===== config.mk =====
export PLATFORM = sky130hd
export DESIGN_NAME = led_pwm_dimmer
export DESIGN_NICKNAME = d
export VERILOG_FILES = /design/src/rtl/led_pwm_dimmer.sv
export SDC_FILE = /design/constraint.sdc
export NUM_CORES = 1
export LEC_CHECK = 0
export CAP_MARGIN = 20
export CORE_ASPECT_RATIO = 0.6
export CORE_MARGIN = 2
export CORE_UTILIZATION = 40
export CTS_CLUSTER_DIAMETER = 150
export CTS_CLUSTER_SIZE = 16
export DETAILED_ROUTE_END_ITERATION = 10
export PLACE_DENSITY = 0.69
export SYNTH_ARGS = -nofsm -noshare
export SYNTH_HDL_FRONTEND = slang
export SYNTH_SLANG_ARGS = --single-unit

===== constraint.sdc =====
create_clock -name clk -period 4.7 [get_ports clk]
set_clock_uncertainty 0.1 [all_clocks]
set_input_delay 0.47 -clock clk [delete_from_list [all_inputs] [get_ports clk]]
set_output_delay 0.47 -clock clk [all_outputs]
set_load 0.02 [all_outputs]

===== src/rtl/led_pwm_dimmer.sv =====
`default_nettype none
// ============================================================================
//  Module      : led_pwm_dimmer
//  Description : Downstream PWM dimming stage for the LED peripheral.
//                Takes the 16-bit LED register value and snoops the CPU write
//                bus for its own duty and control registers. It produces
//                glitch-free, dimmed LED pins. There is one clock domain, and
//                all outputs are registered.
//  Optional    : `define LED_BLINK_EN adds the blink feature (ctrl bit1).
//  Ports       : clk           - system clock, rising edge
//                rst           - asynchronous reset, active-low
//                led_in[15:0]  - LED register value from the LED peripheral
//                wr_en         - bus write strobe, sampled on clk
//                data_address  - bus address [7:0]
//                write_data    - bus write data [7:0]
//                led_out[15:0] - dimmed LED pins (registered)
//                period_done   - one-cycle pulse at each PWM period end
//  Revision    : 1.0 - initial release
// ============================================================================
module led_pwm_dimmer #(
  parameter int         PRESCALE      = 4,
  parameter logic [7:0] DUTY_ADDR     = 8'h02,
  parameter logic [7:0] CTRL_ADDR     = 8'h03,
  parameter logic [7:0] DUTY_RESET    = 8'h80,
  parameter int         BLINK_PERIODS = 4
) (
  input  logic        clk,
  input  logic        rst,
  input  logic [15:0] led_in,
  input  logic        wr_en,
  input  logic [7:0]  data_address,
  input  logic [7:0]  write_data,
  output logic [15:0] led_out,
  output logic        period_done
);

  // --------------------------------------------------------------------------
  // Constants
  // --------------------------------------------------------------------------
  localparam int                 c_pre_w   = (PRESCALE > 1) ? $clog2(PRESCALE) : 1;
  localparam logic [c_pre_w-1:0] c_pre_max = c_pre_w'(PRESCALE - 1);
  localparam logic [7:0]         c_ctrl_reset = 8'h01;

  // --------------------------------------------------------------------------
  // Registers
  // --------------------------------------------------------------------------
  logic [c_pre_w-1:0] r_prescale;
  logic [7:0]         r_pwm_cnt;
  logic [7:0]         r_duty_shadow;
  logic [7:0]         r_duty_active;
  logic [7:0]         r_ctrl;
  logic [15:0]        r_led_out;
  logic               r_period_done;

  // --------------------------------------------------------------------------
  // Combinational decode
  // --------------------------------------------------------------------------
  logic        w_step;
  logic        w_boundary;
  logic        w_duty_wr;
  logic        w_ctrl_wr;
  logic        w_on;
  logic        w_pwm_en;
  logic        w_blank;
  logic [15:0] w_led_next;

  assign w_step     = (r_prescale == c_pre_max);
  assign w_boundary = w_step && (r_pwm_cnt == 8'hFF);
  assign w_duty_wr  = wr_en && (data_address == DUTY_ADDR);
  assign w_ctrl_wr  = wr_en && (data_address == CTRL_ADDR);
  assign w_pwm_en   = r_ctrl[0];

  // Full scale (8'hFF) is forced fully on. Without this, the compare would
  // leave the LED dark in the one slot where pwm_cnt==255.
  assign w_on = (r_duty_active == 8'hFF) || (r_pwm_cnt < r_duty_active);

  // --------------------------------------------------------------------------
  // Prescaler: PRESCALE clocks per PWM step. With PRESCALE==1 the compare is
  // always true, so the counter stays at zero and every clock is a step.
  // --------------------------------------------------------------------------
  always_ff @(posedge clk or negedge rst) begin
    if (!rst) begin
      r_prescale <= '0;
    end else if (w_step) begin
      r_prescale <= '0;
    end else begin
      r_prescale <= r_prescale + c_pre_w'(1);
    end
  end

  // --------------------------------------------------------------------------
  // PWM phase counter. It runs freely regardless of pwm_en, so toggling
  // bypass never disturbs the phase. It wraps naturally from 255 to 0.
  // --------------------------------------------------------------------------
  always_ff @(posedge clk or negedge rst) begin
    if (!rst) begin
      r_pwm_cnt <= 8'h00;
    end else if (w_step) begin
      r_pwm_cnt <= r_pwm_cnt + 8'd1;
    end
  end

  // --------------------------------------------------------------------------
  // Bus-visible registers.
  // The shadow register takes writes at any time. The active duty only
  // reloads at a period boundary, so a period is never cut short.
  // A write that lands on the boundary edge goes straight into the active
  // duty; otherwise the new value would be lost for a whole period.
  // --------------------------------------------------------------------------
  always_ff @(posedge clk or negedge rst) begin
    if (!rst) begin
      r_duty_shadow <= DUTY_RESET;
      r_duty_active <= DUTY_RESET;
      r_ctrl        <= c_ctrl_reset;
    end else begin
      if (w_duty_wr) begin
        r_duty_shadow <= write_data;
      end
      if (w_boundary) begin
        r_duty_active <= w_duty_wr ? write_data : r_duty_shadow;
      end
      if (w_ctrl_wr) begin
        r_ctrl <= write_data;
      end
    end
  end

`ifdef LED_BLINK_EN
  // --------------------------------------------------------------------------
  // Blink: counts period boundaries and toggles visibility every
  // BLINK_PERIODS boundaries. While blink_en is clear, the block is held in
  // its visible, zero-count state. This ensures that re-enabling blink always
  // starts with a full visible phase.
  // --------------------------------------------------------------------------
  localparam int                   c_blink_w   = (BLINK_PERIODS > 1) ? $clog2(BLINK_PERIODS) : 1;
  localparam logic [c_blink_w-1:0] c_blink_max = c_blink_w'(BLINK_PERIODS - 1);

  logic [c_blink_w-1:0] r_blink_cnt;
  logic                 r_blink_phase;
  logic                 w_blink_en;
  logic                 w_unused;

  assign w_blink_en = r_ctrl[1];

  always_ff @(posedge clk or negedge rst) begin
    if (!rst) begin
      r_blink_cnt   <= '0;
      r_blink_phase <= 1'b1;
    end else if (!w_blink_en) begin
      r_blink_cnt   <= '0;
      r_blink_phase <= 1'b1;
    end else if (w_boundary) begin
      if (r_blink_cnt == c_blink_max) begin
        r_blink_cnt   <= '0;
        r_blink_phase <= ~r_blink_phase;
      end else begin
        r_blink_cnt <= r_blink_cnt + c_blink_w'(1);
      end
    end
  end

  assign w_blank  = w_blink_en && !r_blink_phase;
  // Upper control bits are stored for software readback only.
  assign w_unused = &{1'b0, r_ctrl[7:2]};
`else
  logic w_unused;

  assign w_blank  = 1'b0;
  // Upper control bits are stored only; blink period is not built.
  assign w_unused = &{1'b0, r_ctrl[7:1], (BLINK_PERIODS != 0)};
`endif

  // --------------------------------------------------------------------------
  // Output selection. Outputs are registered so the pins stay glitch free.
  // --------------------------------------------------------------------------
  always_comb begin
    w_led_next = led_in;
    if (w_blank) begin
      w_led_next = 16'h0000;
    end else if (w_pwm_en) begin
      w_led_next = led_in & {16{w_on}};
    end
  end

  always_ff @(posedge clk or negedge rst) begin
    if (!rst) begin
      r_led_out     <= 16'h0000;
      r_period_done <= 1'b0;
    end else begin
      r_led_out     <= w_led_next;
      r_period_done <= w_boundary;
    end
  end

  assign led_out     = r_led_out;
  assign period_done = r_period_done;

endmodule
`default_nettype wire

==> results by group <==
Status
  • Status: complete, no violations

Setup path
  • Crit-path max cell delay: 0.58 ns
  • Crit path launch: data_address[2]
  • Crit path capture: r_duty_active[3]$_DFFE_PN0P_
  • CP max FO: 8
  • Buffers and inverters on the worst path: 1
  • CP endpoint kind: flop
  • Crit. path cell count: 5
  • RR Startpoint: r_duty_active[7]$_DFFE_PN1P_
  • Slowest CP cell: or4b_1
  • WP data required: 4.77 ns
  • Largest delay share family, worst path: simple AND/OR/NAND/NOR gates
  • Setup CP Type: in -> reg
  • Worst r2r dst: led_out[6]$_DFF_PN0_
  • Reg-to-reg slack, setup: 2.50 ns
  • FF-to-FF path depth: 6
  • Worst path cell trace: clkdlybuf4s50_1 -> or4b_1 -> nor3_4 -> mux2_2 -> mux2_1
  • Arrival @ worst endpoint: 2.56 ns
  • Critical path launch point type: input port

Yosys
  • Register bit total from synthesis: 44
  • Area contributors post-synth: dfrtp_1, nor3b_1, ha_1
  • Cell taking the most area after synthesis: dfrtp_1
  • Mapped cell area: 0.001833 mm^2
  • Unique cell type count in the Yosys netlist: 26
  • Sequential fraction of the synthesis area: 60.27%
  • Largest family of logic cells by synthesized area: simple AND/OR/NAND/NOR gates
  • Post-synthesis adder-cell area fraction: 6.143%
  • Synth Area in Simple Gates: 14.74%
  • Syn avg cell area: 13.58 um^2
  • Synth Instances: 135
  • Post-Syn Nets: 179
  • Post-synth top area share: 55.97%
  • Post-synthesis mux area share: 11.06%
  • Compound-Gate Fraction of Synth Area: 1.775%
  • YS warnings: 0
  • Xor/xnor share of the synthesized area: 3.345%

Power
  • Static leakage: 1.108 nW
  • Clock share of power: 37.1%
  • Max rail drop VDD: 0.1481 mV
  • Net Sw Frac: 20.35%
  • Pint: 0.5920 mW
  • Comb pwr share: 10.1%
  • Sequential fraction of design power: 52.8%
  • Switching power: 0.1513 mW
  • Pwr/cell area: 294.4 mW/mm^2

Clocking
  • Clock latency on the worst-skew pair: 0.29 ns
  • CTS resizes: 0
  • Clock buffer count from CTS: 5
  • CTS clk-pin slew, worst paths: 0.08 ns
  • CTS Hold Bufs: 0
  • Max clock buf depth: 2
  • Clock Sinks: 44
  • CTS root buf: clkbuf_8
  • H-tree Lvls: 2
  • CTS tree: built
  • Postcts setup bufs: 0

Layout
  • Fill cells: 365
  • Multi-input logic area: 679.4 um^2
  • Share of layout cells above drive strength 1: 13.54%
  • Finished Layout Cells: 255
  • Area grow syn2layout: 37.75%
  • Nets@finish: 235
  • Sequential cell area: 0.001105 mm^2
  • Fin util: 56.20%
  • Final Cell Area: 0.002525 mm^2
  • Antenna diodes: 0

Timing
  • Measured slew at the worst slew-check pin: 0.9282 ns
  • Setup ws final: 2.207 ns
  • Period utilization: 53.05%
  • Final Hold Viols: 0
  • TNS Setup: 0 ns
  • Tmin final: 2.493 ns
  • RSZ-0062 raised after global routing: no
  • # setup viols final: 0
  • Fmax achieved: 401.1 MHz
  • Pins Over Slew Limit: 0
  • Rel. slew slack: 38.12%

Flow run
  • Max Cap Viol: 0

Place
  • Place WS: 1.868 ns
  • Inst Count DP: 247
  • DP Area: 0.002417 mm^2
  • Placer Congestion: 0.7444
  • DPL Wire Length: 2949 um
  • PortBufs: 51

Global routing
  • GRT Residual Overflow: 0
  • Gr usage total: 16.27%
  • First-pass GRT wire length: 6375 um
  • Met1 Track Usage GR: 22.78%
  • Top Usage Layer GRT: met2
  • Largest net degree at the start of global routing: 45
  • Vias in the first global route: 1308
  • Met2 Resource Use GR: 24.68%
  • Initial antenna violation count: 0
  • M3 GR Usage: 4.966%

Drt
  • Via density: 4.800
  • Post-Route WL: 3761 um
  • DRT iter0 DRCs: 42
  • Drt pass-1 iters: 4
  • Vias: 1224
  • Post-route antenna net violation count: 0
  • DRC viols: 0
  • Average wire per standard cell: 14.75 um

Floorplanning
  • Chip width: 91.39 um
  • Initial Utilization: 40.80%
  • Rows: 19
  • IO Pins: 52
  • CORE AREA: 0.004493 mm^2
  • Die ar.: 0.005158 mm^2
  • Die Span Y: 56.44 um

Hold path
  • Hold Path Class: in -> async
worst register-to-register path: stages (launching register included):
cell     delay, ns
dfstp_2       0.55
inv_1         0.05
ha_1          0.33
nand3_1       0.09
a31oi_1       0.62
buf_4         0.28
nor3b_1       0.07
per-layer routing:
layer,vias to the layer above,routed length (um)
met1,612,1816
met2,25,1771
met5,-,0
li1,585,-
met4,0,14
met3,2,159
power by group through the flow:
stage          clock network [mW]  logic (mW)  registers (mW)
3_5_place_dp                    0      0.0759           0.400
6_report                    0.276      0.0751           0.393
3_3_place_gp                    0      0.0738           0.400
5_1_grt                     0.300      0.0808           0.394
4_1_cts                     0.285      0.0764           0.393
2_1_floorplan                   0      0.0139           0.409
cells by family after synthesis:
family | count (synthesis)
multiplexers | 18
XOR/XNOR | 7
AO/OA/AOI/OAI | 5
flip-flops | 44
adder cells (fa/ha/maj) | 9
buffers and inverters | 13
AND/OR/NAND/NOR | 39
state kept, by name, indices dropped and copies added (netlist names):
name           flops
r_duty_shadow      8
r_duty_active      8
period_done        1
r_pwm_cnt          8
led_out           16
r_prescale         2
r_ctrl             1
synthesized netlist by cell type:
master and instances:
a21oi_1 1, or4b_4 1, and3_1 1, dfrtp_1 41
ha_1 9, nand2b_1 1, nand2_1 2, mux2_2 10
xnor2_1 4, inv_1 9, nor3_4 1, nor3b_1 16
nor3_1 2, a31oi_1 1, o21a_1 1, nand4_1 6
nor2_1 4, nor4_2 1, dfstp_2 3, mux2_1 8
xor2_1 3, a2111oi_0 1, o21ai_0 1, nand3_1 3
or4b_1 1, clkbuf_1 4
metrics by stage:
stage,hold slack [ns],power (mW)
after detailed placement,0.3355,0.4762
after global placement,0.3134,0.4735
after global routing,0.2858,0.7748
after floorplan,0.07441,0.4227
final,0.2197,0.7433
after CTS,0.2513,0.7537
area by class of cell:
cell class	instances	share of cell area, %
flip-flops and latches	44	43.76
multi-input cells	78	26.91
repair buffers	53	20.61
well taps	63	3.122
clock buffers	6	2.874
clock inverters	2	1.388
inverters	9	1.338
worst min path at each step:
stage,startpoint,end,slack (ns),cells past startpoint
global route,rst,led_out[3]$_DFF_PN0_,0.29,1
detailed placement,r_prescale[0]$_DFF_PN0_,r_prescale[0]$_DFF_PN0_,0.34,1
finish,rst,led_out[3]$_DFF_PN0_,0.22,1
global placement,r_prescale[0]$_DFF_PN0_,r_prescale[0]$_DFF_PN0_,0.31,1
floorplan,rst,led_out[0]$_DFF_PN0_,0.07,0
CTS,rst,led_out[3]$_DFF_PN0_,0.25,1
cells in the final DEF (no fill, tap or decap), types with 2 or more instances in the layout:
cell type / netlist / final
clkdlybuf4s50_1: 0 / 50
dfrtp_1: 41 / 41
nor3b_1: 16 / 16
mux2_2: 10 / 10
inv_1: 9 / 9
ha_1: 9 / 9
mux2_1: 8 / 8
nand4_1: 6 / 6
clkbuf_8: 0 / 5
nor2_1: 4 / 4
xnor2_1: 4 / 4
nand3_1: 3 / 3
xor2_1: 3 / 3
dfstp_2: 3 / 3
nand2_1: 2 / 2
nor3_1: 2 / 2
buf_4: 0 / 2
Note: power is estimated with default switching activity, not from simulation.
